$ cat src/rtl/ysyx_23060184_axi_rd_arbiter_pkg.sv
// rtl/ysyx_23060184_axi_rd_arbiter_pkg.sv - shared widths and FSM state encodings for the AXI read arbiter
`ifndef YSYX_23060184_DEFINES_SV
`define YSYX_23060184_DEFINES_SV
`define NUM_ARB_MASTERS 2
`define DATA_WIDTH 32
`define ID_WIDTH 4
`define ALEN 8
`define ASIZE 3
`define ABURST 2
`define ACERR_WIDTH 2
`endif

package ysyx_23060184_defines;
  typedef enum logic [1:0] {
    ARB_IDLE = 2'd0,
    ARB_AR   = 2'd1,
    ARB_R    = 2'd2
  } arb_state_e;
endpackage

$ cat src/rtl/ysyx_23060184_arb_picker.sv
// rtl/ysyx_23060184_arb_picker.sv - combinational one-hot winner select
// ARB_RR_EN: round-robin starting after ptr; otherwise fixed priority, highest index wins.
module ysyx_23060184_arb_picker #(
  parameter int NUM_MASTERS = `NUM_ARB_MASTERS
) (
  input  logic [NUM_MASTERS-1:0] req,
`ifdef ARB_RR_EN
  input  logic [((NUM_MASTERS > 1) ? $clog2(NUM_MASTERS) : 1)-1:0] ptr,
`endif
  output logic [NUM_MASTERS-1:0] winner
);
`ifdef ARB_RR_EN
  localparam int IDX_W = (NUM_MASTERS > 1) ? $clog2(NUM_MASTERS) : 1;
  logic [IDX_W-1:0] idx;
  logic found;

  always_comb begin
    winner = '0;
    found  = 1'b0;
    idx    = '0;
    for (int k = 0; k < NUM_MASTERS; k++) begin
      idx = IDX_W'((int'(ptr) + 1 + k) % NUM_MASTERS);
      if (!found && req[idx]) begin
        winner[idx] = 1'b1;
        found       = 1'b1;
      end
    end
  end
`else
  logic found;

  always_comb begin
    winner = '0;
    found  = 1'b0;
    for (int k = NUM_MASTERS - 1; k >= 0; k--) begin
      if (!found && req[k]) begin
        winner[k] = 1'b1;
        found     = 1'b1;
      end
    end
  end
`endif
endmodule

$ cat src/rtl/ysyx_23060184_axi_rd_arbiter.sv
// rtl/ysyx_23060184_axi_rd_arbiter.sv - shares one AXI4 read port between IFU (0) and LSU (1)
// ARB_RR_EN selects round-robin arbitration; default is fixed priority.
module ysyx_23060184_axi_rd_arbiter
  import ysyx_23060184_defines::*;
#(
  parameter int NUM_MASTERS = `NUM_ARB_MASTERS,
  parameter int DATA_WIDTH  = `DATA_WIDTH,
  parameter int ID_WIDTH    = `ID_WIDTH
) (
  input  logic                              clk,
  input  logic                              rstn,
  input  logic [NUM_MASTERS-1:0]            req,
  output logic [NUM_MASTERS-1:0]            grant,
  input  logic [NUM_MASTERS*DATA_WIDTH-1:0] m_araddr,
  input  logic [NUM_MASTERS-1:0]            m_arvalid,
  input  logic [NUM_MASTERS*ID_WIDTH-1:0]   m_arid,
  input  logic [NUM_MASTERS*`ALEN-1:0]      m_arlen,
  input  logic [NUM_MASTERS*`ASIZE-1:0]     m_arsize,
  input  logic [NUM_MASTERS*`ABURST-1:0]    m_arburst,
  output logic [NUM_MASTERS-1:0]            m_arready,
  output logic [NUM_MASTERS-1:0]            m_rvalid,
  input  logic [NUM_MASTERS-1:0]            m_rready,
  output logic [DATA_WIDTH-1:0]             m_rdata,
  output logic [`ACERR_WIDTH-1:0]           m_rresp,
  output logic                              m_rlast,
  output logic [DATA_WIDTH-1:0]             s_araddr,
  output logic                              s_arvalid,
  output logic [ID_WIDTH-1:0]               s_arid,
  output logic [`ALEN-1:0]                  s_arlen,
  output logic [`ASIZE-1:0]                 s_arsize,
  output logic [`ABURST-1:0]                s_arburst,
  input  logic                              s_arready,
  input  logic [DATA_WIDTH-1:0]             s_rdata,
  input  logic [`ACERR_WIDTH-1:0]           s_rresp,
  input  logic                              s_rlast,
  input  logic                              s_rvalid,
  output logic                              s_rready
);
  arb_state_e             state, state_nxt;
  logic [NUM_MASTERS-1:0] grant_nxt, winner;
  logic                   g_req, g_arvalid, last_beat;

  assign g_req     = |(req & grant);
  assign g_arvalid = |(m_arvalid & grant);
  assign last_beat = (state == ARB_R) && s_rvalid && s_rready && s_rlast;

`ifdef ARB_RR_EN
  localparam int IDX_W = (NUM_MASTERS > 1) ? $clog2(NUM_MASTERS) : 1;
  logic [IDX_W-1:0] ptr, grant_idx;

  always_comb begin
    grant_idx = '0;
    for (int i = 0; i < NUM_MASTERS; i++) begin
      if (grant[i]) grant_idx = IDX_W'(i);
    end
  end

  // Only completed transactions advance fairness; aborted AR grants leave it alone.
  always_ff @(posedge clk or negedge rstn) begin
    if (!rstn)          ptr <= '0;
    else if (last_beat) ptr <= grant_idx;
  end

  ysyx_23060184_arb_picker #(.NUM_MASTERS(NUM_MASTERS)) u_picker (
    .req    (req),
    .ptr    (ptr),
    .winner (winner)
  );
`else
  ysyx_23060184_arb_picker #(.NUM_MASTERS(NUM_MASTERS)) u_picker (
    .req    (req),
    .winner (winner)
  );
`endif

  always_ff @(posedge clk or negedge rstn) begin
    if (!rstn) begin
      state <= ARB_IDLE;
      grant <= '0;
    end else begin
      state <= state_nxt;
      grant <= grant_nxt;
    end
  end

  always_comb begin
    state_nxt = state;
    grant_nxt = grant;
    case (state)
      ARB_IDLE: begin
        if (|req) begin
          grant_nxt = winner;
          state_nxt = ARB_AR;
        end
      end
      ARB_AR: begin
        // A handshake already seen by the slave must win over a late req drop.
        if (s_arvalid && s_arready) begin
          state_nxt = ARB_R;
        end else if (!g_req) begin
          grant_nxt = '0;
          state_nxt = ARB_IDLE;
        end
      end
      ARB_R: begin
        if (last_beat) begin
          grant_nxt = '0;
          state_nxt = ARB_IDLE;
        end
      end
      default: begin
        grant_nxt = '0;
        state_nxt = ARB_IDLE;
      end
    endcase
  end

  always_comb begin
    s_araddr  = '0;
    s_arid    = '0;
    s_arlen   = '0;
    s_arsize  = '0;
    s_arburst = '0;
    for (int i = 0; i < NUM_MASTERS; i++) begin
      if (grant[i]) begin
        s_araddr  = m_araddr[i*DATA_WIDTH +: DATA_WIDTH];
        s_arid    = m_arid[i*ID_WIDTH +: ID_WIDTH];
        s_arlen   = m_arlen[i*`ALEN +: `ALEN];
        s_arsize  = m_arsize[i*`ASIZE +: `ASIZE];
        s_arburst = m_arburst[i*`ABURST +: `ABURST];
      end
    end
  end

  assign s_arvalid = (state == ARB_AR) && g_arvalid;
  assign m_arready = ((state == ARB_AR) && s_arready) ? grant : '0;
  assign m_rvalid  = ((state == ARB_R) && s_rvalid) ? grant : '0;
  assign s_rready  = (state == ARB_R) && |(m_rready & grant);
  assign m_rdata   = s_rdata;
  assign m_rresp   = s_rresp;
  assign m_rlast   = s_rlast;
endmodule

$ cat config.mk
export PLATFORM = sky130hd
export DESIGN_NAME = ysyx_23060184_axi_rd_arbiter
export DESIGN_NICKNAME = d
export VERILOG_FILES = /design/src/rtl/ysyx_23060184_axi_rd_arbiter_pkg.sv /design/src/rtl/ysyx_23060184_arb_picker.sv /design/src/rtl/ysyx_23060184_axi_rd_arbiter.sv
export SDC_FILE = /design/constraint.sdc
export NUM_CORES = 1
export LEC_CHECK = 0
export BUFFER_PORTS_ARGS = -buffer_cell sky130_fd_sc_hd__clkbuf_2
export CORE_AREA = 2 2 90 92
export CTS_CLUSTER_DIAMETER = 150
export DETAILED_ROUTE_END_ITERATION = 12
export DIE_AREA = 0 0 92 94
export PLACE_DENSITY = 0.61
export SETUP_SLACK_MARGIN = 0.4
export SLEW_MARGIN = 5
export SYNTH_ARGS = -nofsm -noshare
export SYNTH_HDL_FRONTEND = slang
export SYNTH_SLANG_ARGS = --single-unit
$ cat constraint.sdc
create_clock -name clk -period 1.6 [get_ports clk]
set_input_delay 0.16 -clock clk [delete_from_list [all_inputs] [get_ports clk]]
set_output_delay 0.16 -clock clk [all_outputs]
set_load 0.01 [all_outputs]
### Word level (Yosys, flattened, before mapping)

Index checks and enable logic that the tools add are counted.

* register bits: 4
* bits of input ports: 143
* output and inout bits: 92
* logic and storage cells: 50

* eq/ne operators: 7
* muxes and demuxes: 22
* bitwise gates (word level): 3
* reductions and logical operators: 16

Operator list (count)
* $mux W32: 2
* $mux W2: 10
* $mux W8: 2
* $pmux W2 S3: 2
* $logic_and A1 B1 Y1: 8
* $mux W4: 2
* $ne A2 B2 Y1 const B: 4
* $reduce_or A2 Y1: 4
* $and A2 B2 Y2: 3
* $mux W3: 2
* $reduce_and A4 Y1: 1
* $ne A3 B3 Y1 const B: 1
* $reduce_and A3 Y1: 1
* $eq A2 B1 Y1 const B: 1
* $eq A2 B2 Y1 const B: 1
* $logic_not A2 Y1: 1
* $mux W1: 2
* $logic_not A1 Y1: 1

### Depth between registers and ports, before layout

* depth after elaboration: 7
* gate-level depth with buffers: 5
* depth with buffers taken out: 4

### Modules after synthesis

From an unflattened synthesis, not the netlist that was laid out.

* cell total of the unflattened synthesis: 134
* area total of the unflattened synthesis: 1086.0 um^2

By module, submodules not included
* ysyx_23060184_axi_rd_arbiter: instances 1, cells an instance 132, area an instance 1064.8 um^2, seq. area each 100.1 um^2
* ysyx_23060184_arb_picker: instances 1, cells an instance 2, area an instance 21.3 um^2, seq. area each 0.0 um^2

### Worst setup path before layout

No wires, ideal clock.

* path kind: flip-flop to output port
* start point: register grant[1]
* end point: output port s_araddr[0]
* arrival: 1133 ps
* required time: 1440 ps
* slack: 307 ps
* cell stages (with the launch flop): 6
* buffers on the path: 3
* cell sequence: dfrtp_1 -> buf_6 -> nor2_2 -> buf_4 -> buf_6 -> a22o_1

* cells in the longest elaborated chain, start to end: 1

RTL lines
* from (decl): RTL line ysyx_23060184_axi_rd_arbiter.sv:13 `output logic [NUM_MASTERS-1:0] grant,`
* from (signal assigned): RTL line ysyx_23060184_axi_rd_arbiter.sv:82 `grant <= grant_nxt;`
* $mux W32: RTL line ysyx_23060184_axi_rd_arbiter.sv:125 `if (grant[i]) begin`
* to (decl): RTL line ysyx_23060184_axi_rd_arbiter.sv:26 `output logic [DATA_WIDTH-1:0] s_araddr,`

No other way between the ends.

### Worst setup path after layout

* start point: register grant[1]
* end point: output port s_rready

* cells in the longest elaborated chain, start to end: 3

RTL lines
* $and A2 B2 Y2: RTL line ysyx_23060184_axi_rd_arbiter.sv:138 `assign s_rready = (state == ARB_R) && |(m_rready & grant);`
* $reduce_or A2 Y1: RTL line ysyx_23060184_axi_rd_arbiter.sv:138
* $logic_and A1 B1 Y1: RTL line ysyx_23060184_axi_rd_arbiter.sv:138
* to (decl): RTL line ysyx_23060184_axi_rd_arbiter.sv:37 `output logic s_rready`

No other way between the ends.

==> impl_results.md <==
* ANT cells at 0
* Origin of the critical flop-to-flop path: grant[1]
* Clock latency at the later pin of the worst-skew pair at ~0.22 ns
* H-Tree Depth at 1
* Clock Sinks at 4
* I/O pins at roughly 240
* Worst path buffer plus inverter count at 3
* Reported leakage power at 1.15 nW
* Critical path cell sequence: buf_4 -> buf_6 -> a22oi_2 -> and2b_1 -> clkbuf_2
* Core occupancy in the finished layout at 0.259
* Worst-path fanout max at 5
* Worst rel slew slack at 0.836
* Std-Cell Rows at 32
* Count of nets after finishing at between 400 and 500
* Crit path max-delay family: flip-flops
* Number of nets in the synthesized netlist at between 200 and 300
* Internal power at about 1.5 mW
* Design Power at 2.82 mW
* Last weighted congestion value of the routability-driven placer at between 0.7 and 0.8
* Worst setup SP type: flop
* Post-Route Skew at 0.000970 ns
* IO Port Bufs at approximately 170
* Syn Std Cell Area at 1050 µm²
* Data required time of the critical path at between 1 and 1.5 ns
* Number of detailed-routing iterations run before antenna repair at 4
* Core ar. at 7610 µm²
* First-pass GRT wire length at 7.36 mm
* Number of buffers created by CTS at 3
* Post-detail-place hpwl at a little over 4 mm
* Achievable Freq at 0.653 GHz
* Clock root buffer: clkbuf_8
* Fin crit period at approximately 1.5 ns
* Net switching power at 1.29 mW
* Clock-pin slew reported for the worst setup and hold paths after clock tree synthesis at 0.03 ns
* Number of hold-slack violations in the final timing report at 0
* DRC violation count after routing at 0
* Mean area per synthesized cell at between 7 and 8 µm²
* Run status: finished clean
* Final Max Tran Viols at 0
* Wirelength, routed at roughly 5.3 mm
* Kind of critical path: flop to output port
* Via count of the first global-routing pass at approximately 1500
* Starting DRT DRC Count at 13
* Critical path's largest stage delay at about 0.44 ns
* Global-route total usage across every layer at 0.106
* Transition time of the tightest slew-check pin at between 0.2 and 0.25 ns
* Clock share of power at 0.082
* Overflow after GRT at 0
* Capturing element type of the critical path: output port
* Setup repair after global routing missed its margin: true
* Period utilization at 0.956
* Post-detailed-route wirelength per cell at ~14 µm
* Synth cell types at 26
* Switch share at 0.458
* Share of cells above drive strength 1 at 0.724
* Share of power burned in registers at 0.070
* Worst-path cell with the longest stage delay: dfrtp_2
* Class of the worst hold path: primary input to flop
* Antenna-violating nets left at 0
* Seq/Total Area, Yosys at 0.0950
* Area delta synth->final at 86.7%
* Main area contributors after synthesis: a22o_1 40%, buf_4 26%, dfrtp_1 9.5%
* Yosys warnings at 0
* Initial antenna violation count at 0
* Register bit count reported by yosys at 4
* Sum of negative setup slack at 0 ns
* Number of failing setup endpoints in the final timing report at 0
* Post-synthesis cell count at roughly 130
* Maximum number of pins on one net before global-route repair at 27
* Horizontal die dimension at 92 µm
* Maximum VDD drop at about 0.6 mV
* Worst Hold Depth at 3
* Comb pwr share at 0.849
* CP Depth at 5
* Share of the synthesized area in the top cell type at 0.399
* Via density at between 4 and 5
* Max capacitance violation total at 0
* CP Launch Point: grant[1]
* Cells on worst reg2reg path at 5
* CTS tree: built
* Start point of the worst min-delay path: req[1]
* DIE AREA at 8650 µm²
* Chip height at around 94 µm
* Arrival time at the worst endpoint at approximately 1.4 ns
* Number of buffers between clock root and the deepest sink at 2
* Total number of vias at between 1500 and 2000
* Effective utilization at floorplan at 0.138
* Pwr Density at around 1400 nW/µm²
* Cell type with the highest aggregate area in the netlist: a22o_1
-- placed cells by master (no fill, tap or decap), types with 2 or more instances in the layout --
cell type,count
a22o_1,48
a22oi_2,3
and3_1,2
buf_12,2
buf_16,2
buf_2,3
buf_4,11
buf_6,2
clkbuf_2,163
clkbuf_8,3
dfrtp_1,2
dfrtp_2,2
nand2_1,3
nor2_1,6
nor3_2,2
o21ai_1,2
-- final cells by class --
| cell class | instances | area [µm²] |
|---|---|---|
| Inverter | 2 | 7.51 |
| Tap cell | 102 | 128 |
| Timing Repair Buffer | 184 | 1040 |
| Multi-Input combinational cell | 81 | 643 |
| Sequential cell | 4 | 103 |
| Clock buffer | 4 | 45.0 |
| Fill cell | 857 | 5640 |
-- synth_stat cells, drive strengths merged --
cell type	count
nor3	3
nand3b	1
nand2	3
a22oi	3
or3	1
a21o	1
nor2	7
and2	1
nand2b	1
dfrtp	4
o22a	1
and2b	2
inv	2
o21ai	4
clkbuf	5
a22o	48
buf	41
a31oi	1
a21oi	1
or2	1
and3	2
-- routing by layer --
layer  wire length [µm]  share of wire  track usage
met1               2150           0.40        0.123
met3                477          0.090       0.0249
met4                 54          0.010       0.0274
met5                  0              0            0
met2               2630           0.50        0.197
-- registers in the layout (all words and copies together), names as in the netlist --
name	count
grant	2
state	2
-- kinds of logic after synthesis --
| logic type | share of synthesized area |
|---|---|
| compound gates | 0.466 |
| flops | 0.0950 |
| buf+inv | 0.323 |
| simple gates | 0.116 |
-- metrics by stage --
step / area, µm² / cells / hold slack, ns / setup WS (ns)
2_1_floorplan: 1070 / 133 / -0.136 / 0.368
3_3_place_gp: 1730 / 358 / -0.0262 / 0.244
3_5_place_dp: 1730 / 358 / -0.0232 / 0.236
4_1_cts: 1930 / 374 / 0.258 / 0.0592
5_1_grt: 1970 / 377 / 0.291 / 0.0136
6_report: 1970 / 377 / 0.264 / 0.0698
-- repair_timing --
action / 4_1_cts / 5_1_grt
hold endpoints to repair: 4 / 0
hold buffers: 1 / 0
endpoints found under the setup margin: 59 / 59
cloned: 2 / 0
gates resized for setup: 8 / 7
setup buffers: 9 / 3
pin swaps: 3 / 3
-- power groups by stage --
stage / Sequential (mW) / Combinational (mW) / Clock [mW]
floorplan: 0.202 / 1.34 / 0
global placement: 0.238 / 1.92 / 0
detailed placement: 0.240 / 1.96 / 0
CTS: 0.194 / 2.35 / 0.235
global route: 0.204 / 2.58 / 0.241
finish: 0.197 / 2.39 / 0.230
-- path summary, 6_finish.rpt --
path | end | slack, ns
worst min-delay path | grant[1] | 0.26
worst min register to register | grant[0] | 0.71
max in group asynchronous | grant[0] | 1.18
worst max register to register | grant[0] | 0.27
worst max-delay path | s_rready | 0.07
min in group asynchronous | grant[1] | 0.28
-- worst reg2reg max path: cells and delay by family (launching register included) --
kind	cells	cell delay [ns]
AOI/OAI and AO/OA	3	0.44
buffers and inverters	1	0.17
DFF	1	0.44
and+or+nand+nor	1	0.16
Power figures use the tool's default switching activity.
